**src/rtl/dlsc_mt9v032_align.sv**
```systemverilog
// dlsc_mt9v032_align: IODELAY calibration sequencer and phase-vote tap tracker for one mt9v032 LVDS lane (start/stop/pd_*/bitslip_*/iod_busy in; iod_* pulses, bitslip_mask, locked, tap_offset, fault, limit_hit out)
module dlsc_mt9v032_align #(
  parameter int PD_BITS   = 4,
  parameter int PD_THRESH = 6,
  parameter int TAP_LIMIT = 20,
  parameter int ERR_LIMIT = 4,
  parameter int BUSY_TO   = 255
) (
  input  logic       clk,
  input  logic       rst,
  input  logic       start,
  input  logic       stop,
  input  logic       pd_valid,
  input  logic       pd_inc,
  input  logic       bitslip_okay,
  input  logic       bitslip_error,
  input  logic       iod_busy,
  output logic       iod_rst_master,
  output logic       iod_rst_slave,
  output logic       iod_cal_master,
  output logic       iod_cal_slave,
  output logic       iod_en,
  output logic       iod_inc,
  output logic       bitslip_mask,
  output logic       locked,
  output logic [7:0] tap_offset,
  output logic       fault,
  output logic       limit_hit
);
  typedef enum logic [3:0] {IDLE, CAL, CALW, RST, RSTW, TRACK, STEP, STEPW, FAULT} state_t;
  localparam int CW = $clog2(BUSY_TO + 2);
  localparam int EW = $clog2(ERR_LIMIT + 1);
  localparam logic signed [PD_BITS-1:0] ONE = PD_BITS'(1);
  localparam logic signed [PD_BITS-1:0] ACC_MAX = PD_BITS'((1 << (PD_BITS - 1)) - 1);
  localparam logic signed [PD_BITS-1:0] ACC_MIN = -ACC_MAX;
  localparam logic signed [PD_BITS-1:0] THR = PD_BITS'(PD_THRESH);
  localparam logic signed [5:0] TAP_L = 6'(TAP_LIMIT);
  state_t state_q, state_d;
  logic [CW-1:0] cnt_q, cnt_d;
  logic signed [PD_BITS-1:0] acc_q, acc_d, acc_v;
  logic signed [5:0] tap_q, tap_d;
  logic [EW-1:0] err_q, err_d, err_n;
  logic dir_q, dir_d, fault_q, fault_d, limit_q, limit_d, locked_q;
  logic trk, wait_st, busy_done, timeout, reach, allow;
  assign trk = state_q inside {TRACK, STEP, STEPW};
  assign wait_st = state_q inside {CALW, RSTW, STEPW};
  assign busy_done = cnt_q >= CW'(2) && !iod_busy;
  assign timeout = cnt_q == CW'(BUSY_TO + 1);
  assign acc_v = pd_inc ? (acc_q == ACC_MAX ? acc_q : acc_q + ONE)
                        : (acc_q == ACC_MIN ? acc_q : acc_q - ONE);
  assign reach = acc_v == THR || acc_v == -THR;
  assign allow = pd_inc ? tap_q < TAP_L : tap_q > -TAP_L;
  assign err_n = bitslip_okay ? '0 : bitslip_error ? err_q + EW'(1) : err_q;
  assign iod_cal_master = state_q == CAL;
  assign iod_cal_slave = state_q == CAL;
  assign iod_rst_master = state_q == RST;
  assign iod_rst_slave = state_q == RST;
  assign iod_en = state_q == STEP;
  assign iod_inc = state_q == STEP && dir_q;
  assign bitslip_mask = !trk;
  assign locked = locked_q;
  assign tap_offset = {{2{tap_q[5]}}, tap_q};
  assign fault = fault_q;
  assign limit_hit = limit_q;
  always_comb begin
    state_d = state_q;
    cnt_d = wait_st ? cnt_q + CW'(1) : '0;
    acc_d = acc_q;
    tap_d = tap_q;
    err_d = '0;
    dir_d = dir_q;
    limit_d = limit_q;
    fault_d = fault_q | (wait_st && !busy_done && timeout);
    case (state_q)
      IDLE, FAULT: ;
      CAL: state_d = CALW;
      CALW: state_d = busy_done ? RST : timeout ? FAULT : CALW;
      RST: begin
        tap_d = '0;
        state_d = RSTW;
      end
      RSTW: state_d = busy_done ? TRACK : timeout ? FAULT : RSTW;
      TRACK: if (pd_valid) begin
        acc_d = reach ? '0 : acc_v;
        state_d = reach && allow ? STEP : TRACK;
        dir_d = reach && allow ? pd_inc : dir_q;
        limit_d = limit_q | (reach && !allow);
      end
      STEP: begin
        tap_d = tap_q + (dir_q ? 6'sd1 : -6'sd1);
        state_d = STEPW;
      end
      STEPW: state_d = busy_done ? TRACK : timeout ? FAULT : STEPW;
      default: state_d = IDLE;
    endcase
    if (trk) begin
      err_d = err_n;
      if (err_n == EW'(ERR_LIMIT)) begin
        state_d = CAL;
        acc_d = '0;
        err_d = '0;
        tap_d = '0;
      end
    end else acc_d = '0;
    if (start && state_q inside {IDLE, TRACK, STEP, STEPW, FAULT}) begin
      state_d = CAL;
      fault_d = 1'b0;
      limit_d = 1'b0;
    end
    if (stop) state_d = IDLE;
  end
  always_ff @(posedge clk) begin
    if (rst) begin
      state_q <= IDLE;
      cnt_q <= '0;
      acc_q <= '0;
      tap_q <= '0;
      err_q <= '0;
      dir_q <= 1'b0;
      fault_q <= 1'b0;
      limit_q <= 1'b0;
      locked_q <= 1'b0;
    end else begin
      state_q <= state_d;
      cnt_q <= cnt_d;
      acc_q <= acc_d;
      tap_q <= tap_d;
      err_q <= err_d;
      dir_q <= dir_d;
      fault_q <= fault_d;
      limit_q <= limit_d;
      locked_q <= trk && bitslip_okay;
    end
  end
endmodule
```
**config.mk**
```make
export PLATFORM = sky130hd
export DESIGN_NAME = dlsc_mt9v032_align
export DESIGN_NICKNAME = d
export VERILOG_FILES = /design/src/rtl/dlsc_mt9v032_align.sv
export SDC_FILE = /design/constraint.sdc
export NUM_CORES = 1
export LEC_CHECK = 0
export BUFFER_PORTS_ARGS = -buffer_cell sky130_fd_sc_hd__buf_2
export CAP_MARGIN = 15
export CORE_MARGIN = 3
export CORE_UTILIZATION = 29
export CTS_CLUSTER_DIAMETER = 100
export CTS_CLUSTER_SIZE = 12
export DETAILED_ROUTE_END_ITERATION = 12
export PLACE_DENSITY = 0.54
export SETUP_SLACK_MARGIN = 0.2
export SYNTH_ARGS = -nofsm -noshare
export SYNTH_HDL_FRONTEND = slang
export SYNTH_SLANG_ARGS = --single-unit
```
**constraint.sdc**
```tcl
create_clock -name clk -period 2.7 [get_ports clk]
set_input_delay 0.54 -clock clk [delete_from_list [all_inputs] [get_ports clk]]
set_output_delay 0.54 -clock clk [all_outputs]
set_load 0.01 [all_outputs]
```
==> results.sh, run 1 <==
export IMPL_synth_edf_count=0
export IMPL_core_area_um2=6570
export IMPL_min_period_ns=2.31
export IMPL_hold_path_class="register to register"
export IMPL_reg2regPathDepth=6
export IMPL_insertion_delay_ns=0.28
export IMPL_cp_data_required_time_ns=2.92
export IMPL_synthDistinctLibCells=62
export IMPL_rsz0062_at_grt="false"
export IMPL_cts_tree="yes"
export IMPL_crit_arrival_ns=2.53
export IMPL_cts_sinks=30
export IMPL_critPathLaunch="acc_q[0]"
export IMPL_design_area_um2=2290
export IMPL_p_sw_w=0.000197
export IMPL_finish_utilization=0.348
export IMPL_r2r_end="limit_hit"
export IMPL_antenna_cells=0
export IMPL_setup_viol=0
export IMPL_ys_async_sr_fraction=0
export IMPL_initial_core_util=0.308
export IMPL_switching_share=0.236
export IMPL_syn_num_nets=264
export IMPL_overflow=0
export IMPL_tns_ns=0
export IMPL_cp_endpoint="limit_hit"
export IMPL_grt_pass1_vias=1626
export IMPL_leakagePower_nw=0.861
export IMPL_p_int_w=0.000637
export IMPL_yosysSeqAreaShare=0.297
export IMPL_clkTransAtPathRegs_ns=0.06
export IMPL_power_frac_clock=0.403
export IMPL_yosys_register_bits=30
export IMPL_die_h_um=89.5
export IMPL_gp_congestion=0.722
export IMPL_antenna_found_initial=0
export IMPL_route_detailed_drc=0
export IMPL_synth_area_um2=2020
export IMPL_cap_violations=0
export IMPL_drt_iter0_markers=50
export IMPL_finalCritPeriodShare=0.855
export IMPL_r2r_slack_ns=0.39
export IMPL_power_density_nw_per_um2=365
export IMPL_min_path_cells=1
export IMPL_syn_avg_cell_area_um2=8.33
export IMPL_yosysWarningCount=0
export IMPL_status="completed"
export IMPL_grt_pass1_wl_um=7760
export IMPL_pwr_share_seq=0.537
export IMPL_max_clock_path_buffers=2
export IMPL_die_area_um2=8010
export IMPL_hold_worst_slack_ns=0.465
export IMPL_wirelength_um=4500
export IMPL_nets=284
export IMPL_dp_hpwl_um=3440
export IMPL_worstPathMaxFanout=8
export IMPL_htree_levels=2
export IMPL_viasPerCell=5.04
export IMPL_rr_startpoint="acc_q[0]"
export IMPL_area_delta_synth_final_pct=13.0
export IMPL_tightest_slew_ns=0.532
export IMPL_ys_flop_type="dfxtp_1"
export IMPL_hold_buffers=0
export IMPL_drive_gt1_frac=0.183
export IMPL_skew_ns=0.00804
export IMPL_grt_max_degree=17
export IMPL_peakVddDrop_v=0.000142
export IMPL_drtPass1Iterations=4
export IMPL_synthCells=243
export IMPL_cp_start_kind="register"
export IMPL_postRouteAntennaNets=0
export IMPL_root_buffer="clkbuf_8"
export IMPL_hold_violations=0
export IMPL_fmax_ghz=0.433
export IMPL_path_class="register to register"
export IMPL_maxSlewHeadroom=0.642
export IMPL_vias=1795
export IMPL_placed_area_um2=2210
export IMPL_io_pins=27
export IMPL_numPortBuffers=26
export IMPL_p_comb_frac=0.059
export IMPL_cts_buffers=5
export IMPL_setup_worst_path_end_class="register"
export IMPL_num_rows=29
export IMPL_track_usage=0.122
export IMPL_fp_dieW_um=89.5
export IMPL_maxSlewViolCount=0
export IMPL_hp_start="fault"
export IMPL_wl_per_cell_um=12.6
## worst min path at each step
stage / endpoint / slack (ns)
after floorplan: cnt_q[0] / 0.45
after global placement: fault / 0.45
after detailed placement: fault / 0.45
after CTS: fault / 0.47
after global routing: err_q[0] / 0.49
final: fault / 0.46
## kinds of logic after synthesis
family                     Yosys count  share of synthesized area
AOI/OAI and AO/OA                   61                      0.221
xor gates and xnor gates            11                     0.0476
adders and majority gates           12                     0.0779
buffers and inverters               30                     0.0686
DFF                                 30                      0.297
muxes                                4                     0.0198
and+or+nand+nor                     95                      0.268
## metrics by stage
step	std cells	setup slack, ns	power, W
CTS	356	0.315	0.000848
floorplan	243	0.530	0.000492
finish	356	0.392	0.000833
detailed placement	349	0.227	0.000507
global route	356	0.216	0.000875
global placement	349	0.242	0.000507
## registers in the layout (all words and copies together), names as in the netlist
signal and cells:
acc_q 4, cnt_q 9, dir_q 1, err_q 3, fault 1, limit_hit 1
locked 1, state_q 4, tap_q 6
## worst max-delay path, cell delays in order (launching register included)
cell	delay, ns
dfxtp_1	0.49
ha_1	0.26
nor4bb_1	0.45
or3_2	0.20
nand4_1	0.16
a211oi_1	0.50
a31o_1	0.20
## Yosys cell counts (2+ instances only)
cell type	number	share of area
a211o_1	2	0.0087
a211oi_1	5	0.019
a21o_1	3	0.011
a21oi_1	10	0.025
a221oi_1	2	0.0087
a22oi_1	2	0.0074
a31oi_1	2	0.0062
a32oi_1	3	0.013
and2_1	3	0.0093
buf_2	3	0.0074
buf_4	6	0.022
clkbuf_1	7	0.013
dfxtp_1	30	0.30
ha_1	11	0.068
inv_1	14	0.026
mux2i_1	4	0.020
nand2_1	9	0.017
nand2b_1	3	0.0093
nand3_1	7	0.017
nand3b_1	3	0.011
nand4_1	4	0.012
nor2_1	22	0.041
nor2b_1	4	0.012
nor3_1	9	0.022
nor3b_1	4	0.015
nor4_1	3	0.0093
nor4bb_1	2	0.0099
o211ai_1	4	0.015
o21a_1	4	0.015
o21ai_0	8	0.020
o311ai_0	2	0.0087
or2_2	3	0.0093
or3_1	6	0.019
or4_1	2	0.0074
xnor2_1	5	0.022
xor2_1	6	0.026
## per-layer routing
| metal | global-route usage | vias up | part of all wire |
|---|---|---|---|
| met5 | 0 | - | 0 |
| met4 | 0.0325 | 0 | 0.0056 |
| met3 | 0.0313 | 2 | 0.043 |
| met2 | 0.194 | 28 | 0.45 |
| met1 | 0.163 | 829 | 0.50 |
| li1 | - | 936 | - |
## placed cells by master (no fill, tap or decap), drive strengths merged, types with 5 or more instances in the layout
master   n
o21ai    8
clkbuf   5
nand3    7
nor2    22
ha      11
xor2     6
or3      7
inv     14
nand2    9
a211oi   5
a21oi   10
nor3     9
xnor2    5
dfxtp   30
buf     29
## repair_timing
| action | in CTS | in global routing |
|---|---|---|
| setup endpoints to repair | 0 | 1 |
| setup buffers | 0 | 0 |
| resized for setup | 0 | 1 |
## area by class of cell
type,count,area [um^2]
Multi-Input combinational cell,183,1280
Clock inverter,2,10.0
Sequential cell,30,602
Clock buffer,5,68.8
Inverter,14,52.6
Fill cell,679,4280
Timing Repair Buffer,29,153
Tap cell,93,116
## power groups by stage
stage / clock, W / combinational (W) / sequential (W)
5_1_grt: 0.000371 / 0.0000561 / 0.000448
4_1_cts: 0.000351 / 0.0000495 / 0.000448
2_1_floorplan: 0 / 0.0000371 / 0.000454
3_5_place_dp: 0 / 0.0000494 / 0.000458
3_3_place_gp: 0 / 0.0000496 / 0.000458
6_report: 0.000336 / 0.0000495 / 0.000448
Note: power is estimated with default switching activity, not from simulation.
==> inputs of run 2 (changes only) <==
--- a/config.mk
+++ b/config.mk
@@ -9,10 +9,11 @@
 export CAP_MARGIN = 15
 export CORE_MARGIN = 3
 export CORE_UTILIZATION = 29
+export CTS_BUF_LIST = sky130_fd_sc_hd__clkbuf_2 sky130_fd_sc_hd__clkbuf_4 sky130_fd_sc_hd__clkbuf_8
 export CTS_CLUSTER_DIAMETER = 100
 export CTS_CLUSTER_SIZE = 12
 export DETAILED_ROUTE_END_ITERATION = 12
-export PLACE_DENSITY = 0.54
+export PLACE_DENSITY = 0.55
 export SETUP_SLACK_MARGIN = 0.2
 export SYNTH_ARGS = -nofsm -noshare
 export SYNTH_HDL_FRONTEND = slang
==> constraint.sdc (replaced) <==
create_clock -name clk -period 2 [get_ports clk]
set_input_delay 0.4 -clock clk [delete_from_list [all_inputs] [get_ports clk]]
set_output_delay 0.4 -clock clk [all_outputs]
set_load 0.01 [all_outputs]
==> results.sh, run 2 (synthesis results as in run 1) <==
export IMPL_grt_pass1_vias=1743
export IMPL_maxSlewViolCount=0
export IMPL_hold_buffers=0
export IMPL_antenna_found_initial=0
export IMPL_fmax_ghz=0.492
export IMPL_clkTransAtPathRegs_ns=0.06
export IMPL_top_register="cnt_q"
export IMPL_gp_congestion=0.789
export IMPL_placed_area_um2=2400
export IMPL_wl_per_cell_um=12.8
export IMPL_io_pins=27
export IMPL_tightest_slew_ns=0.376
export IMPL_finish_utilization=0.416
export IMPL_hold_path_class="primary input to register"
export IMPL_post_place_ws_ns=-0.149
export IMPL_grt_max_degree=15
export IMPL_drt_iter0_markers=79
export IMPL_peakVddDrop_v=0.000281
export IMPL_path_class="register to register"
export IMPL_vias=1967
export IMPL_drive_gt1_frac=0.372
export IMPL_route_detailed_drc=0
export IMPL_viasPerCell=5.10
export IMPL_multiInputGateArea_um2=1460
export IMPL_area_delta_synth_final_pct=34.9
export IMPL_reg2regPathDepth=5
export IMPL_wirelength_um=4960
export IMPL_grt_pass1_wl_um=8140
export IMPL_cp_data_required_time_ns=2.17
export IMPL_rsz0062_at_grt="true"
export IMPL_status="complete, but fails checks"
export IMPL_r2r_slack_ns=-0.03
export IMPL_cap_violations=0
export IMPL_r2r_end="dir_q"
export IMPL_register_area_um2=622
export IMPL_final_common_cell="buf_4"
export IMPL_maxSlewHeadroom=0.749
export IMPL_cts_buffers=5
export IMPL_num_rows=29
export IMPL_setup_worst_path_end_class="register"
export IMPL_rr_startpoint="acc_q[2]"
export IMPL_die_area_um2=8010
export IMPL_setup_viol=2
export IMPL_hold_worst_slack_ns=0.383
export IMPL_core_area_um2=6570
export IMPL_insertion_delay_ns=0.27
export IMPL_fillers=646
export IMPL_fp_dieW_um=89.5
export IMPL_cts_tree="yes"
export IMPL_largest_reg_flops=9
export IMPL_dp_hpwl_um=3630
export IMPL_nets=313
export IMPL_htree_levels=2
export IMPL_min_path_cells=2
export IMPL_min_to="err_q[1]"
export IMPL_design_area_um2=2730
export IMPL_final_cell_mix="buf_4 (29), buf_2 (26), nor2_1 (22)"
export IMPL_leakagePower_nw=1.05
export IMPL_power_density_nw_per_um2=439
export IMPL_overflow=0
export IMPL_drtPass1Iterations=4
export IMPL_violations="negative setup slack"
export IMPL_die_h_um=89.5
export IMPL_skew_ns=0.00442
export IMPL_root_buffer="clkbuf_8"
export IMPL_reg_top3="cnt_q (9), tap_q (6)"
export IMPL_hp_start="bitslip_okay"
export IMPL_antenna_cells=0
export IMPL_cp_start_kind="register"
export IMPL_postRouteAntennaNets=0
export IMPL_max_clock_path_buffers=2
export IMPL_track_usage=0.128
export IMPL_initial_core_util=0.308
export IMPL_min_period_ns=2.03
export IMPL_crit_arrival_ns=2.20
export IMPL_fin_ws_ns=-0.0340
export IMPL_worstPathMaxFanout=3
export IMPL_cts_sinks=30
export IMPL_finalCritPeriodShare=1.02
export IMPL_numPortBuffers=26
export IMPL_hold_violations=0
run 2: layer usage:
| layer | wire length [um] | global-route usage | up-vias |
|---|---|---|---|
| li1 | - | - | 995 |
| met1 | 2350 | 0.175 | 922 |
| met2 | 2330 | 0.202 | 44 |
| met3 | 233 | 0.0341 | 6 |
| met4 | 40 | 0.0311 | 0 |
| met5 | 0 | 0 | - |
run 2: worst max-delay path by stage:
stage             start    end  cells past startpoint
6_report       acc_q[2]  dir_q                      5
2_1_floorplan  acc_q[0]  dir_q                      5
3_3_place_gp     pd_inc  dir_q                      7
3_5_place_dp     pd_inc  dir_q                      6
4_1_cts        acc_q[2]  dir_q                      5
5_1_grt        acc_q[2]  dir_q                      5
run 2: cell type report:
cell class,count,area share
clock buffers,7,0.0330
clock inverters,1,0.00183
inverters,14,0.0211
multi-input cells,183,0.534
flip-flops and latches,30,0.228
well taps,93,0.0426
repair buffers,58,0.140
run 2: timing repair:
action | CTS | global route
setup buffers | 3 | 4
endpoints found under the setup margin | 15 | 20
resized for setup | 20 | 25
pin swaps | 13 | 14
run 2: where the power goes:
group,internal (W),total [W],switching (W)
clock network,0.000291,0.000509,0.000219
registers,0.000595,0.000598,0.00000352
logic,0.0000392,0.0000903,0.0000511
total,0.000924,0.00120,0.000273
run 2: through the flow:
stage	total power (W)	TNS [ns]	cells
global route	0.00126	-0.192	386
CTS	0.00122	-0.000460	382
detailed placement	0.000696	-0.675	371
floorplan	0.000665	-0.0172	243
finish	0.00120	-0.0445	386
global placement	0.000696	-0.773	371
run 2: worst max-delay path, stage by stage (launching register included):
cell and delay (ns):
dfxtp_1 0.32, or4_4 0.55, o22a_1 0.21, a211o_1 0.30
a2111o_1 0.41, mux2i_1 0.13
